$ cat config.mk
export PLATFORM = sky130hd
export DESIGN_NAME = pipe_stage_reg
export DESIGN_NICKNAME = d
export VERILOG_FILES = /design/src/rtl/pipe_pkg.sv /design/src/rtl/pipe_slot.sv /design/src/rtl/pipe_stage_reg.sv
export SDC_FILE = /design/constraint.sdc
export NUM_CORES = 1
export LEC_CHECK = 0
export ABC_CLOCK_PERIOD_IN_PS = 5200
export BUFFER_PORTS_ARGS = -buffer_cell sky130_fd_sc_hd__buf_2
export CORE_MARGIN = 8
export CORE_UTILIZATION = 50
export DETAILED_ROUTE_END_ITERATION = 6
export PLACE_DENSITY = 0.75
export SYNTH_ARGS = -nofsm -noshare
export SYNTH_HDL_FRONTEND = slang
export SYNTH_SLANG_ARGS = --single-unit
export TNS_END_PERCENT = 1
$ cat constraint.sdc
create_clock -name clk_i -period 5.2 [get_ports clk_i]
set_clock_uncertainty 0.05 [all_clocks]
set_input_delay 0.26 -clock clk_i [delete_from_list [all_inputs] [get_ports clk_i]]
set_output_delay 0.26 -clock clk_i [all_outputs]
set_load 0.005 [all_outputs]
$ cat src/rtl/pipe_pkg.sv
// Shared definitions for the generic pipeline stage register.
package pipe_pkg;

    // Occupancy of a stage: nothing held, main entry held, main + skid held.
    typedef enum logic [1:0] {
        ST_EMPTY = 2'd0,
        ST_FULL  = 2'd1,
        ST_SKID  = 2'd2
    } pipe_state_e;

    // Default payload widths of the classic five-stage pipeline registers.
    localparam int IF_ID_DATA_W  = 64;   // PC 32 + Instr 32
    localparam int ID_EX_DATA_W  = 101;  // RD1 32 + RD2 32 + Imm 32 + RD 5
    localparam int EX_MEM_DATA_W = 69;   // ALU 32 + WriteData 32 + RD 5
    localparam int MEM_WB_DATA_W = 69;   // ReadData 32 + ALU 32 + RD 5

    // Value every control bit takes in a bubble.
    localparam logic CTRL_BUBBLE = 1'b0;

endpackage

$ cat src/rtl/pipe_slot.sv
// One storage entry of a pipeline stage: valid flag, control and payload.
// Clear drops the entry and zeroes control but keeps the payload bits.
module pipe_slot
    import pipe_pkg::*;
#(
    parameter int CTRL_W = 2,
    parameter int DATA_W = 69
) (
    input  logic              clk_i,
    input  logic              rst_i,
    input  logic              load_i,
    input  logic              clear_i,
    input  logic [CTRL_W-1:0] ctrl_i,
    input  logic [DATA_W-1:0] data_i,
    output logic              valid_o,
    output logic [CTRL_W-1:0] ctrl_o,
    output logic [DATA_W-1:0] data_o
);

    logic              valid_q, valid_d;
    logic [CTRL_W-1:0] ctrl_q,  ctrl_d;
    logic [DATA_W-1:0] data_q,  data_d;

    // Next-entry selection: clear beats load, otherwise hold.
    always_comb begin
        valid_d = valid_q;
        ctrl_d  = ctrl_q;
        data_d  = data_q;
        if (clear_i) begin
            valid_d = 1'b0;
            ctrl_d  = {CTRL_W{CTRL_BUBBLE}};
        end else if (load_i) begin
            valid_d = 1'b1;
            ctrl_d  = ctrl_i;
            data_d  = data_i;
        end else begin
            valid_d = valid_q;
        end
    end

    // Entry registers with synchronous active-low reset.
    always_ff @(posedge clk_i) begin
        if (!rst_i) begin
            valid_q <= 1'b0;
            ctrl_q  <= {CTRL_W{1'b0}};
            data_q  <= {DATA_W{1'b0}};
        end else begin
            valid_q <= valid_d;
            ctrl_q  <= ctrl_d;
            data_q  <= data_d;
        end
    end

    assign valid_o = valid_q;
    assign ctrl_o  = ctrl_q;
    assign data_o  = data_q;

endmodule

$ cat src/rtl/pipe_stage_reg.sv
// Generic pipeline stage register with valid/ready handshake, flush with
// bubble insertion, optional skid entry and a saturating stall counter.
module pipe_stage_reg
    import pipe_pkg::*;
#(
    parameter int CTRL_W  = 2,
    parameter int DATA_W  = 69,
    parameter int SKID_EN = 1,
    parameter int CNT_W   = 16
) (
    input  logic              clk_i,
    input  logic              rst_i,
    input  logic              valid_i,
    output logic              ready_o,
    input  logic [CTRL_W-1:0] ctrl_i,
    input  logic [DATA_W-1:0] data_i,
    input  logic              flush_i,
    output logic              valid_o,
    input  logic              ready_i,
    output logic [CTRL_W-1:0] ctrl_o,
    output logic [DATA_W-1:0] data_o,
    output logic [CNT_W-1:0]  stall_cnt_o
);

    pipe_state_e       state_q, state_d;
    logic              main_v, skid_v;
    logic [CTRL_W-1:0] main_ctrl, skid_ctrl, main_ctrl_in;
    logic [DATA_W-1:0] main_data, skid_data, main_data_in;
    logic              main_load, main_clr, main_from_skid;
    logic              skid_load, skid_clr;
    logic              in_xfer, out_xfer;
    logic [CNT_W-1:0]  stall_cnt_q, stall_cnt_d;

    // With a skid entry ready depends only on registered state; without it
    // the stage can take a beat whenever its single entry drains this cycle.
    assign ready_o  = (SKID_EN != 0) ? (rst_i & ~skid_v)
                                     : (rst_i & (ready_i | ~main_v));
    assign in_xfer  = valid_i & ready_o;
    assign out_xfer = main_v & ready_i;

    // Occupancy transitions and slot load/clear strobes.
    always_comb begin
        state_d        = state_q;
        main_load      = 1'b0;
        main_clr       = 1'b0;
        main_from_skid = 1'b0;
        skid_load      = 1'b0;
        skid_clr       = 1'b0;
        if (flush_i) begin
            state_d  = ST_EMPTY;
            main_clr = 1'b1;
            skid_clr = 1'b1;
        end else begin
            case (state_q)
                ST_EMPTY: begin
                    if (in_xfer) begin
                        main_load = 1'b1;
                        state_d   = ST_FULL;
                    end else begin
                        state_d   = ST_EMPTY;
                    end
                end
                ST_FULL: begin
                    if (out_xfer && in_xfer) begin
                        main_load = 1'b1;
                    end else if (out_xfer) begin
                        main_clr  = 1'b1;
                        state_d   = ST_EMPTY;
                    end else if (in_xfer && (SKID_EN != 0)) begin
                        skid_load = 1'b1;
                        state_d   = ST_SKID;
                    end else begin
                        state_d   = ST_FULL;
                    end
                end
                ST_SKID: begin
                    if (out_xfer) begin
                        main_load      = 1'b1;
                        main_from_skid = 1'b1;
                        skid_clr       = 1'b1;
                        state_d        = ST_FULL;
                    end else begin
                        state_d        = ST_SKID;
                    end
                end
                default: begin
                    state_d  = ST_EMPTY;
                    main_clr = 1'b1;
                    skid_clr = 1'b1;
                end
            endcase
        end
    end

    // Occupancy state register.
    always_ff @(posedge clk_i) begin
        if (!rst_i) begin
            state_q <= ST_EMPTY;
        end else begin
            state_q <= state_d;
        end
    end

    // The main entry refills from skid when the older beat leaves.
    assign main_ctrl_in = main_from_skid ? skid_ctrl : ctrl_i;
    assign main_data_in = main_from_skid ? skid_data : data_i;

    pipe_slot #(.CTRL_W(CTRL_W), .DATA_W(DATA_W)) u_main (
        .clk_i   (clk_i),
        .rst_i   (rst_i),
        .load_i  (main_load),
        .clear_i (main_clr),
        .ctrl_i  (main_ctrl_in),
        .data_i  (main_data_in),
        .valid_o (main_v),
        .ctrl_o  (main_ctrl),
        .data_o  (main_data)
    );

    generate
        if (SKID_EN != 0) begin : g_skid
            pipe_slot #(.CTRL_W(CTRL_W), .DATA_W(DATA_W)) u_skid (
                .clk_i   (clk_i),
                .rst_i   (rst_i),
                .load_i  (skid_load),
                .clear_i (skid_clr),
                .ctrl_i  (ctrl_i),
                .data_i  (data_i),
                .valid_o (skid_v),
                .ctrl_o  (skid_ctrl),
                .data_o  (skid_data)
            );
        end else begin : g_no_skid
            assign skid_v    = 1'b0;
            assign skid_ctrl = {CTRL_W{1'b0}};
            assign skid_data = {DATA_W{1'b0}};
        end
    endgenerate

    // Saturating count of cycles where a beat waits on downstream.
    always_comb begin
        if (main_v && !ready_i && (stall_cnt_q != {CNT_W{1'b1}})) begin
            stall_cnt_d = stall_cnt_q + {{(CNT_W-1){1'b0}}, 1'b1};
        end else begin
            stall_cnt_d = stall_cnt_q;
        end
    end

    // Stall counter register; flush deliberately leaves it untouched.
    always_ff @(posedge clk_i) begin
        if (!rst_i) begin
            stall_cnt_q <= {CNT_W{1'b0}};
        end else begin
            stall_cnt_q <= stall_cnt_d;
        end
    end

    assign valid_o     = main_v;
    assign ctrl_o      = main_v ? main_ctrl : {CTRL_W{CTRL_BUBBLE}};
    assign data_o      = main_data;
    assign stall_cnt_o = stall_cnt_q;

endmodule

### Word-level counts from Yosys, hierarchy flattened

Cells that the tools add are included.

| operators by class | value |
|---|---|
| mux-type cells | 25 |
| bitwise gates (word level) | 7 |
| equality and inequality tests | 4 |
| reductions and logical operators | 12 |
| $add $sub $neg | 1 |

Operator list:

| kind | count |
|---|---|
| 69-bit two-way mux | 1 |
| 16-bit by 1-bit adder with 16-bit output (second input constant) | 1 |
| 16-bit != test (second input constant) | 1 |
| 1-bit two-way mux | 14 |
| 2-bit two-way mux | 6 |
| 2-bit OR reduction | 5 |
| 2-bit case mux with 3 select lines | 1 |
| 1-bit inverter | 4 |
| 1-bit case mux with 2 select lines | 2 |
| 2-bit AND reduction | 2 |
| 1-bit AND | 3 |
| 1-bit logical AND | 3 |
| 1-bit case mux with 3 select lines | 1 |
| 2-bit by 1-bit equality test with 1-bit output (second input constant) | 1 |
| 2-bit equality test (second input constant) | 1 |
| 2-bit logical NOT | 1 |
| 2-bit != test (second input constant) | 1 |
| 1-bit logical NOT | 1 |

| word-level totals | value |
|---|---|
| output and inout port bits | 89 |
| bits of input ports | 76 |
| bits in registers | 162 |

### Logic depth before layout (Yosys ltp)

Gate-level depths: netlist (run 1).

| logic depth | value |
|---|---|
| depth after elaboration | 9 |
| mapped depth | 8 |
| depth with buffers taken out | 5 |

### Hierarchy

From an unflattened synthesis (run 1), not the netlist that was laid out.

| unflattened totals | value |
|---|---|
| cells, all modules | 821 |
| area, all modules | 7709.9 um^2 |

By module, submodules not included:

| module | area each (um^2) | instances | cells an instance |
|---|---|---|---|
| pipe_slot | 2844.0 | 2 | 310 |
| pipe_stage_reg | 2021.9 | 1 | 201 |

### Worst setup path after synthesis (run 1)

Ideal clock, no wire load.

| path | value |
|---|---|
| path type | register to register |
| start | register stall_cnt_q[0] (netlist: stall_cnt_o[0]) |
| end | register stall_cnt_q[0] (netlist: stall_cnt_o[0]) |
| path buffers | 1 |
| required time | 5.024 ns |
| path slack | 3.496 ns |
| arrival | 1.528 ns |
| cell stages (with the launch flop) | 7 |
| setup time | 0.126 ns |
| cells stage by stage | dfxtp_1 ha_1 nand3_1 nor4_2 buf_2 a21oi_1 mux2i_1 |

| between the ends | value |
|---|---|
| cells in the longest elaborated chain, start to end | 2 |
| elaborated cells between the ends (all ways) | 3 |
| classes of those cells | 1 x add/sub; 1 x eq/ne; 1 x reduce/logical |

RTL lines:

| item | line | source |
|---|---|---|
| start: declaration | pipe_stage_reg.sv:32 | `logic [CNT_W-1:0] stall_cnt_q, stall_cnt_d;` |
| start signal: assignment | pipe_stage_reg.sv:152 | `stall_cnt_q <= {CNT_W{1'b0}};` |
| start signal: assignment | pipe_stage_reg.sv:154 | `stall_cnt_q <= stall_cnt_d;` |
| parallel branches: the longest is 2 deep, another holds 16-bit by 1-bit adder with 16-bit output | n/a |  |

Parallel ways; which one is timed is not known.
A chain may end at the register's enable or synchronous reset.

### Final worst setup path (run 1)

| path | value |
|---|---|
| start | input rst_i |
| end | output ready_o |

| between the ends | value |
|---|---|
| cells in the longest elaborated chain, start to end | 1 |

RTL lines:

| item | line | source |
|---|---|---|
| start: declaration | pipe_stage_reg.sv:12 | `input logic rst_i,` |
| 1-bit AND | pipe_stage_reg.sv:36 | `assign ready_o = (SKID_EN != 0) ? (rst_i & ~skid_v)` |
| end: declaration | pipe_stage_reg.sv:14 | `output logic ready_o,` |

No other way between the ends.

==> results of run 1 <==
## power groups by stage
| stage | clock (mW) | sequential [mW] | combinational, mW |
|---|---|---|---|
| floorplan | 0 | 1.30 | 0.107 |
| global placement | 0 | 1.30 | 0.186 |
| detailed placement | 0 | 1.30 | 0.188 |
| CTS | 1.34 | 1.28 | 0.188 |
| global route | 1.39 | 1.28 | 0.204 |
| finish | 1.32 | 1.28 | 0.187 |
## cells in the mapped netlist, drive strengths merged, types with 6 or more instances
cell,instances
buf,38
a21oi,87
nand3,6
and2,6
o21ai,8
mux2i,77
clkbuf,37
dfxtp,162
nor4,72
nand2,155
nor2,10
nand2b,6
a31o,69
## cell type report
| class | count | area [µm²] | area share, % |
|---|---|---|---|
| multi-input cells | 538 | 3490 | 41.1 |
| flip-flops and latches | 162 | 3240 | 38.2 |
| repair buffers | 175 | 903 | 10.6 |
| clock buffers | 21 | 460 | 5.42 |
| well taps | 180 | 225 | 2.65 |
| clock inverters | 10 | 158 | 1.86 |
| inverters | 3 | 13.8 | 0.162 |
## cells by family (layout without fill, tap and decap cells)
family,count (synthesis),in the layout
AO/OA/AOI/OAI,177,177
buffers and inverters,78,209
adder cells (fa/ha/maj),1,1
multiplexers,77,77
flip-flops,162,162
AND/OR/NAND/NOR,283,283
## metal layers
layer | part of all wire, % | up-vias | wire, µm
met3 | 5.7 | 14 | 1070
met2 | 49 | 156 | 9250
li1 | - | 3072 | -
met5 | 0 | - | 0
met4 | 1.1 | 0 | 211
met1 | 44 | 2976 | 8410
## cells in the final DEF (no fill, tap or decap), types with 11 or more instances in the layout
| cell | n |
|---|---|
| a31o_2 | 59 |
| nor4_1 | 60 |
| nor4_2 | 11 |
| clkbuf_16 | 17 |
| nand2_1 | 155 |
| buf_2 | 164 |
| dfxtp_1 | 162 |
| mux2i_1 | 77 |
| buf_4 | 11 |
| a21oi_1 | 72 |
| a21oi_2 | 15 |
## flip-flops by register name (all words and copies together), names as in the netlist
| signal | cells |
|---|---|
| stall_cnt_o | 16 |
| u_main.ctrl_o | 2 |
| state_q | 2 |
| u_main.valid_o | 1 |
| g_skid.u_skid.data_o | 69 |
| g_skid.u_skid.valid_o | 1 |
| u_main.data_o | 69 |
| g_skid.u_skid.ctrl_o | 2 |
## worst paths after layout
path	cells after the start	slack (ps)	startpoint	to
setup / recovery	5	2490	rst_i	ready_o
hold / removal	3	30	data_i[65]	g_skid.u_skid.data_o[65]
setup reg to reg	5	2630	u_main.valid_o	u_main.data_o[42]
hold reg to reg	2	400	g_skid.u_skid.data_o[29]	g_skid.u_skid.data_o[29]
## per-stage QoR
step                      cells  setup slack [ps]  power [mW]  hold slack (ps)
after floorplan             778              3500        1.41              345
final                      1089              2490        2.79             31.4
after detailed placement   1058              2470        1.49              397
after global routing       1089              2320        2.87             22.7
after CTS                  1089              2480        2.81             13.2
after global placement     1058              2450        1.49              391
## critical path: cells and delay by family
family	cells	cell delay (ps)
simple gates	1	150
buf+inv	4	1940
==> out/metrics.cfg, run 1 <==
[status]
outcome=finished clean

[power_and_ir_drop]
leakage_nw=3.76
p_sw_share_pct=22.5
power.density_nw_per_um2=328
seqPwrFrac_pct=45.8
clockPowerShare_pct=47.5
p_int_mw=2.16
p_sw_mw=0.626
vdd_drop_max_mv=0.206
combPwrFrac_pct=6.7

[synthesis]
synth_mux_area_share_pct=10.8
synth_compound_area_share_pct=17.3
syn_inst=778
yosysWarnings=0
avgSynthCellArea_um2=9.16
synth_top_family_by_area=simple AND/OR/NAND/NOR gates
syn-num-nets=855
synth_top_area_cell=dfxtp_1
yosys.area_share.xor_xnor_pct=0
synth_top_cell_area_share_pct=45.5
synth_seq_cells=162
synth-main-ff-cell=dfxtp_1
synth-adder-area-share_pct=0.176
synth_edf_count=0
ys_seq_area_share_pct=45.5
ys_types=41
async_reset_ff_share_pct=0
synth_simple_gate_area_share_pct=20.7
yosys-top-cells-area=dfxtp_1, mux2i_1, nand2_1
synth_area_um2=7130

[layout]
nets=974
fin_util_pct=61.2
stdcell_area_um2=8500
syn2layout_area_growth_pct=19.2
fill_cells=1217
insertedDiodeCount=0
final_layout_size_suffix_gt1_share_pct=32.6

[floorplan]
rows=43
start_util_pct=51.3
core_um2=13900
die_h_um=135
die_w_um=135
die_area_um2=18300
io_pins=165

[detailed_routing]
drt_iter0_markers=374
drt_first_pass_iters=4
drc=0
via_per_inst=5.71
routedWlPerCell_um=17.4
drtAntennaViolNets=0
vias=6218
wl_um=18900

[global_routing]
grt.met2_usage_pct=33.6
grt_util_met1_pct=24.6
grt_pass1_wl_um=30400
grt.busiest_layer=met2
grt_antenna_before_repair=0
gr-total-overflow=0
grt_max_degree=85
grt_usage_pct=20.3
grtUsageMet3_pct=5.68
grt_pass1_vias=6018

[clock_network]
clockBufferDepth=2
cts-root-buf=clkbuf_16
cts_made_buffers=17
clkSlewWorstSetupHoldPaths_ps=60
clk_latency_ps=420
cts-hold-fix-buffers=0
clkSinkCount=162
cts_resized=0
postCtsSetupRepairBufs=0
htreeDepth=4
tritoncts=yes

[timing]
fin_crit_ps=2710
period_share_pct=52.2
hold_viol_final=0
fin_tns_setup_ps=0
relSlewSlack_pct=26.9
final-setup-viol-count=0
worst_pin_slew_ps=1090
fmax_mhz=369
drv_slew=0
rsz0062_at_grt=no

[worst_setup_path]
cp_slowest_stage_delay_ps=780
crit_path_end_kind=primary output
critPathLaunchType=input port
path_max_fanout=84
slowest_stage=buf_4
cp_cell_sequence=buf_2, inv_4, buf_4, nor2_1, buf_2
crit_arrival_ps=2400
crit_type=input port to primary output
cpMostUsedCell=buf_2
required_ps=4890

[placement]
routabilityCongestion=0.762
dp_hpwl_um=11900
port_buffers=164
placed_area_um2=7880

[flow_run]
drv_cap=0

[hold_path]
hold_path.class=input port to flop

(Power assumes the default switching activity.)
==> run 2: changes to the inputs <==
- ABC_AREA: default -> 1
- ABC_CLOCK_PERIOD_IN_PS: 5200 -> 2500
- clock period: 5.2 -> 2.5 ns (I/O delays scaled with it)
==> run 2 against run 1 <==
  * Register-to-register slack worse by 2200 ps
  * Utilization is 4.1 points higher
  * Via count is 12% higher
  * Setup slack worse by 2100 ps
  * Non-clock buffer count is 69 higher
  * Sequential share of layout area is 3.8 points lower
  * Sequential power is 110% higher
  * Critical endpoint is now g_skid.u_skid.data_o[1]
==> out/metrics.cfg, run 2 <==
[global_routing]
grt_antenna_before_repair=1  ; was 0
gr-total-overflow=0  ; unchanged
grt_pass1_wl_um=29400  ; was 30400 µm
grt_max_degree=113  ; was 85
grt_pass1_vias=6107  ; was 6018
grt_usage_pct=19.2  ; was 20.3%

[floorplan]
start_util_pct=50.6  ; was 51.3%
die_area_um2=18700  ; was 18300 µm²
core_um2=14400  ; was 13900 µm²
die_w_um=137  ; was 135 µm
io_pins=165  ; unchanged
die_h_um=137  ; was 135 µm
rows=44  ; was 43

[worst_setup_path]
critical_path.endpoint=g_skid.u_skid.data_o[1]  ; was ready_o
required_ps=2790  ; was 4890 ps
crit_arrival_ps=2390  ; was 2400 ps
reg2reg_to=g_skid.u_skid.data_o[1]  ; was u_main.data_o[42]
r2r_cells=7  ; was 5
path_max_fanout=111  ; was 84
rrSetupSlack_ps=410  ; was 2630 ps
crit-reg2reg-launch=u_main.valid_o  ; unchanged
crit_start=u_main.valid_o  ; was rst_i
critPathLaunchType=flop  ; was input port
crit_path_end_kind=flop  ; was primary output
crit_type=flop to flop  ; was input port to primary output

[layout]
fin_util_pct=65.4  ; was 61.2%
final_layout_size_suffix_gt1_share_pct=16.5  ; was 32.6%
fill_cells=1266  ; was 1217
syn2layout_area_growth_pct=29.2  ; was 19.2%
nets=1377  ; was 974
final_common_cell=nand2_1  ; was buf_2
mostFrequentLayoutCells=nand2_1, nor2_1, buf_2  ; was buf_2, dfxtp_1, nand2_1
layout.cells.non_filler=1498  ; was 1089

[detailed_routing]
drt_first_pass_iters=5  ; was 4
drtAntennaViolNets=0  ; unchanged
via_per_inst=4.65  ; was 5.71
routedWlPerCell_um=12.0  ; was 17.4 µm
drc=0  ; unchanged
drt_iter0_markers=362  ; was 374
wl_um=18000  ; was 18900 µm
vias=6960  ; was 6218

[power_and_ir_drop]
p_sw_share_pct=24.0  ; was 22.5%
p_int_mw=4.46  ; was 2.16 mW
clockPowerShare_pct=44.9  ; was 47.5%
combPwrFrac_pct=9.3  ; was 6.7%
p_sw_mw=1.41  ; was 0.626 mW
power_mw=5.87  ; was 2.79 mW
power.density_nw_per_um2=623  ; was 328 nW/µm²
vdd_drop_max_mv=0.474  ; was 0.206 mV
leakage_nw=4.50  ; was 3.76 nW
seqPwrFrac_pct=45.8  ; about the same

[synthesis]
synth-main-ff-cell=dfxtp_1  ; unchanged
ys_seq_area_share_pct=44.4  ; was 45.5%
ys_types=28  ; was 41
synth_edf_count=0  ; unchanged
synth_area_um2=7300  ; was 7130 µm²
avgSynthCellArea_um2=6.63  ; was 9.16 µm²
yosys-top-cells-area=dfxtp_1, nand2_1, nor2_1  ; was dfxtp_1, mux2i_1, nand2_1
synth_top_cell_area_share_pct=44.4  ; was 45.5%
syn-num-nets=1178  ; was 855
synth_seq_cells=162  ; unchanged
synth_top_area_cell=dfxtp_1  ; unchanged
syn_inst=1101  ; was 778
synthTopCellsByCount=nand2_1, nor2_1, dfxtp_1, inv_1, a21oi_1  ; was dfxtp_1, nand2_1, mux2i_1, a21oi_1, nor4_1
yosysMostFrequentCell=nand2_1  ; was dfxtp_1
yosysWarnings=0  ; unchanged
async_reset_ff_share_pct=0  ; unchanged

[timing]
worst_pin_slew_ps=946  ; was 1090 ps
fin_tns_setup_ps=0  ; unchanged
period_share_pct=83.7
hold_viol_final=0  ; unchanged
fin_ws_ps=407  ; was 2490 ps
relSlewSlack_pct=36.9  ; was 26.9%
fmax_mhz=478
rsz0062_at_grt=no  ; unchanged
drv_slew=0  ; unchanged
fin_crit_ps=2090
final-setup-viol-count=0  ; unchanged

[clock_network]
clk_latency_ps=420  ; about the same
tritoncts=yes  ; unchanged
htreeDepth=4  ; unchanged
clkSlewWorstSetupHoldPaths_ps=60  ; about the same
cts-root-buf=clkbuf_16  ; unchanged
postCtsSetupRepairBufs=0  ; unchanged
clkSinkCount=162  ; unchanged
clockBufferDepth=2  ; unchanged
cts_resized=0  ; unchanged
cts_made_buffers=17  ; unchanged
cts-hold-fix-buffers=71  ; was 0

[status]
outcome=finished clean  ; unchanged

[placement]
post-place-ws_ps=452  ; was 2470 ps
dp_cells=1394  ; was 1058
routabilityCongestion=0.766  ; was 0.762
dp_hpwl_um=11200  ; was 11900 µm
port_buffers=164  ; unchanged

[flow_run]
drv_cap=0  ; unchanged

[hold_path]
min_from=data_i[41]  ; was data_i[65]
hold_path.class=input port to flop  ; unchanged

run 2: logic make-up after synthesis:
group | synth area share [%]
buf+inv | 13.3
fa+ha+maj | 0.171
xor+xnor | 0.720
simple gates | 24.7
flops | 44.4
compound gates | 16.8
run 2: critical path, cell delays in order (launching register included):
cell      delay, ps
dfxtp_1         390
nand2_1         150
clkinv_1        110
nor2_2           60
nand3_4          80
buf_4           680
o21ai_0         230
a21oi_1         190
run 2: how the worst min path moves through the flow:
stage,endpoint,slack (ps),cells after the start
after global routing,g_skid.u_skid.data_o[41],20,3
after CTS,g_skid.u_skid.data_o[41],3,3
final,g_skid.u_skid.data_o[41],3,3
after floorplan,state_q[0],250,3
after global placement,g_skid.u_skid.data_o[34],360,3
after detailed placement,g_skid.u_skid.data_o[36],370,3
run 2: through the flow:
step | instance area (µm²) | hold slack [ps]
floorplan | 7300 | 248
global placement | 8110 | 365
detailed placement | 8110 | 372
CTS | 9420 | 2.57
global route | 9420 | 20.7
finish | 9430 | 3.41
run 2: area by class of cell:
type	instances	area, µm²	area share, %
sequential	162	3240	34.4
multi-input combinational	711	3110	33.0
timing repair buffer	244	1630	17.3
inverter	164	616	6.53
clock buffer	19	453	4.80
tap	184	230	2.44
clock inverter	13	149	1.58
antenna	1	2.50	0.0265
run 2: power groups by stage:
stage               Combinational, mW  Clock, mW  Sequential, mW
global route                    0.621       2.81            2.70
detailed placement              0.453          0            2.75
CTS                             0.544       2.70            2.69
global placement                0.450          0            2.75
finish                          0.546       2.63            2.69
floorplan                       0.270          0            2.75
run 2: routing by layer:
metal  vias to the layer above  part of all wire, %  global-route usage [%]
met5                         -                    0                       0
met4                         0                  1.6                    6.82
met3                        24                  6.5                    5.10
met2                       155                   46                    30.7
met1                      3002                   46                    24.4
li1                       3779                    -                       -
==> run 3: changes to the inputs <==
- ABC_AREA: 1 -> 0
- ABC_CLOCK_PERIOD_IN_PS: 2500 -> 2140
- clock period: 2.5 -> 2.14 ns (I/O delays scaled with it)
==> run 3 against run 2 <==
  * Setup slack got worse by 200 ps
  * Critical path depth fell by 2
  * Global-route usage increased by 2.5 points
  * Cell count shrank 22%
  * Final area down 0.77%
  * Non-clock buffer count grew 10
  * Worst hold slack better by 150 ps
  * Maximum frequency up 8.4%
  * Routed wire length rose by 13%
  * Utilization rose by 2.0 points
  * Clock-buffer cell count up 2
  * Total power rose by 15%
  * Critical path type unchanged
  * Largest power group unchanged
==> out/metrics.cfg, run 3 (same netlist as run 1, synthesis figures left out) <==
[floorplan]
die_h_um=135  ; was 137 µm
core_um2=13900  ; was 14400 µm²
die_area_um2=18300  ; was 18700 µm²
rows=43  ; was 44
io_pins=165  ; unchanged
start_util_pct=51.3  ; was 50.6%
die_w_um=135  ; was 137 µm

[placement]
dp_cells=1066  ; was 1394
routabilityCongestion=0.770  ; was 0.766
post-place-ws_ps=225  ; was 452 ps
port_buffers=164  ; unchanged
dp_hpwl_um=12200  ; was 11200 µm

[worst_setup_path]
crit_arrival_ps=2190  ; was 2390 ps
reg2reg_to=u_main.data_o[56]  ; was g_skid.u_skid.data_o[1]
crit_type=flop to flop  ; unchanged
slowest_stage=o21a_2  ; was buf_4
critPathLaunchType=flop  ; unchanged
cp_cell_sequence=a21boi_1, o21a_2, buf_4, nor4_1, a31o_2  ; was nand2_1, clkinv_1, nor2_2, nand3_4, buf_4, o21ai_0, a21oi_1
crit_path_end_kind=flop  ; unchanged
crit-reg2reg-launch=state_q[0]  ; was u_main.valid_o
cp_slowest_stage_delay_ps=400  ; was 680 ps
path_max_fanout=15  ; was 111
required_ps=2400  ; was 2790 ps
rrSetupSlack_ps=210  ; was 410 ps
r2r_cells=5  ; was 7

[clock_network]
cts-root-buf=clkbuf_16  ; unchanged
clockBufferDepth=2  ; unchanged
htreeDepth=4  ; unchanged
clkSinkCount=162  ; unchanged
clk_latency_ps=420  ; about the same
tritoncts=yes  ; unchanged
clkSlewWorstSetupHoldPaths_ps=60  ; about the same
cts_made_buffers=17  ; unchanged

[hold_path]
hold_path.class=input port to flop  ; unchanged
whs_path_depth=5  ; was 3
min_from=rst_i  ; was data_i[41]
hold_path_end=state_q[1]  ; was g_skid.u_skid.data_o[41]

[timing]
fmax_mhz=518  ; was 478 MHz
holdWs_ps=154  ; was 3.41 ps
fin_tns_setup_ps=0  ; unchanged
period_share_pct=90.3  ; was 83.7%
rsz0062_at_grt=no  ; unchanged
drv_slew=0  ; unchanged
fin_ws_ps=208  ; was 407 ps
relSlewSlack_pct=55.8  ; was 36.9%
fin_crit_ps=1930  ; was 2090 ps
final-setup-viol-count=0  ; unchanged
worst_pin_slew_ps=663  ; was 946 ps
hold_viol_final=0  ; unchanged

[detailed_routing]
drt_first_pass_iters=5  ; unchanged
wl_um=20300  ; was 18000 µm
via_per_inst=5.67  ; was 4.65
drc=0  ; unchanged
vias=6640  ; was 6960
drt_iter0_markers=366  ; was 362
drtAntennaViolNets=0  ; unchanged
routedWlPerCell_um=17.3  ; was 12.0 µm

[global_routing]
grt_usage_pct=21.7  ; was 19.2%
grt_antenna_before_repair=2  ; was 1
grt_pass1_wl_um=32300  ; was 29400 µm
grt_pass1_vias=6372  ; was 6107
gr-total-overflow=0  ; unchanged
grt_max_degree=56  ; was 113

[layout]
fill_cells=1115  ; was 1266
layout.cells.non_filler=1171  ; was 1498
mostFrequentLayoutCells=buf_2, dfxtp_1, nand2_1  ; was nand2_1, nor2_1, buf_2
register_area_um2=3240  ; unchanged
syn2layout_area_growth_pct=31.2  ; was 29.2%
final_common_cell=buf_2  ; was nand2_1
final_layout_size_suffix_gt1_share_pct=30.7  ; was 16.5%
multi_input_area_um2=3490  ; was 3110 µm²
nets=1053  ; was 1377

[power_and_ir_drop]
power.density_nw_per_um2=722  ; was 623 nW/µm²
vdd_drop_max_mv=0.538  ; was 0.474 mV
leakage_nw=4.13  ; was 4.50 nW

[flow_run]
drv_cap=0  ; unchanged

[status]
outcome=finished clean  ; unchanged

[run 3: cell types whose count changed in the layout (fill, tap and decap cells not counted), moves of 10 or more]
| cell | before | now |
|---|---|---|
| mux2i_1 | 0 | 77 |
| a21oi_2 | 0 | 15 |
| nand2_1 | 274 | 155 |
| nor2_1 | 167 | 10 |
| o21ai_0 | 76 | 7 |
| a31o_1 | 0 | 10 |
| a21oi_1 | 85 | 72 |
| o21ai_1 | 74 | 0 |
| nor4_1 | 0 | 60 |
| inv_1 | 159 | 2 |
| a31o_2 | 0 | 59 |
| nor4_2 | 0 | 11 |
[run 3: critical path: cells and delay by family (launching register included)]
family / cells / cell delay (ps)
AO/OA/AOI/OAI: 3 / 980
buffers and inverters: 1 / 330
flip-flops: 1 / 380
AND/OR/NAND/NOR: 1 / 90
[run 3: routing by layer]
| metal | vias to the layer above | GRT usage [%] | share of wire [%] |
|---|---|---|---|
| li1 | 3224 | - | - |
| met4 | 0 | 8.14 | 1.8 |
| met2 | 187 | 36.6 | 50 |
| met5 | - | 0 | 0 |
| met3 | 23 | 5.38 | 5.8 |
| met1 | 3206 | 26.1 | 43 |
[run 3: worst max path at each step]
| stage | start | end | slack, ps |
|---|---|---|---|
| 2_1_floorplan | stall_cnt_o[0] | stall_cnt_o[0] | 440 |
| 3_3_place_gp | state_q[0] | u_main.data_o[53] | 280 |
| 3_5_place_dp | state_q[0] | u_main.data_o[56] | 230 |
| 4_1_cts | state_q[0] | u_main.data_o[53] | 220 |
| 5_1_grt | stall_cnt_o[0] | stall_cnt_o[13] | 50 |
| 6_report | state_q[0] | u_main.data_o[56] | 210 |
[run 3: area by class of cell]
cell class	count	share of cell area, %
clock inverters	11	1.46
repair buffers	254	19.1
well taps	180	2.41
diodes	2	0.0535
multi-input cells	538	37.3
inverters	3	0.147
clock buffers	21	4.82
flip-flops and latches	162	34.7
[run 3: what timing repair did]
action | CTS | global route
hold buffers | 71 | 0
endpoints found under the hold margin | 71 | 0
buffers inserted | 0 | 0
setup endpoints to repair | 0 | 0
resized for setup | 0 | 0
[run 3: report_power, final]
part           leakage [nW]  total (mW)  internal [mW]  switching [mW]
Clock                 0.290        3.06           1.86            1.20
Sequential             1.31        3.10           3.07          0.0307
Combinational          2.53       0.594          0.284           0.310
Total                  4.13        6.75           5.21            1.54
[run 3: stage by stage]
stage | utilization (%) | power, mW | cell area [µm²]
4_1_cts | 67.4 | 6.79 | 9350
2_1_floorplan | - | 3.43 | 7130
3_5_place_dp | 58.0 | 3.66 | 8050
6_report | 67.4 | 6.75 | 9350
3_3_place_gp | 58.0 | 3.65 | 8050
5_1_grt | 67.4 | 6.96 | 9350
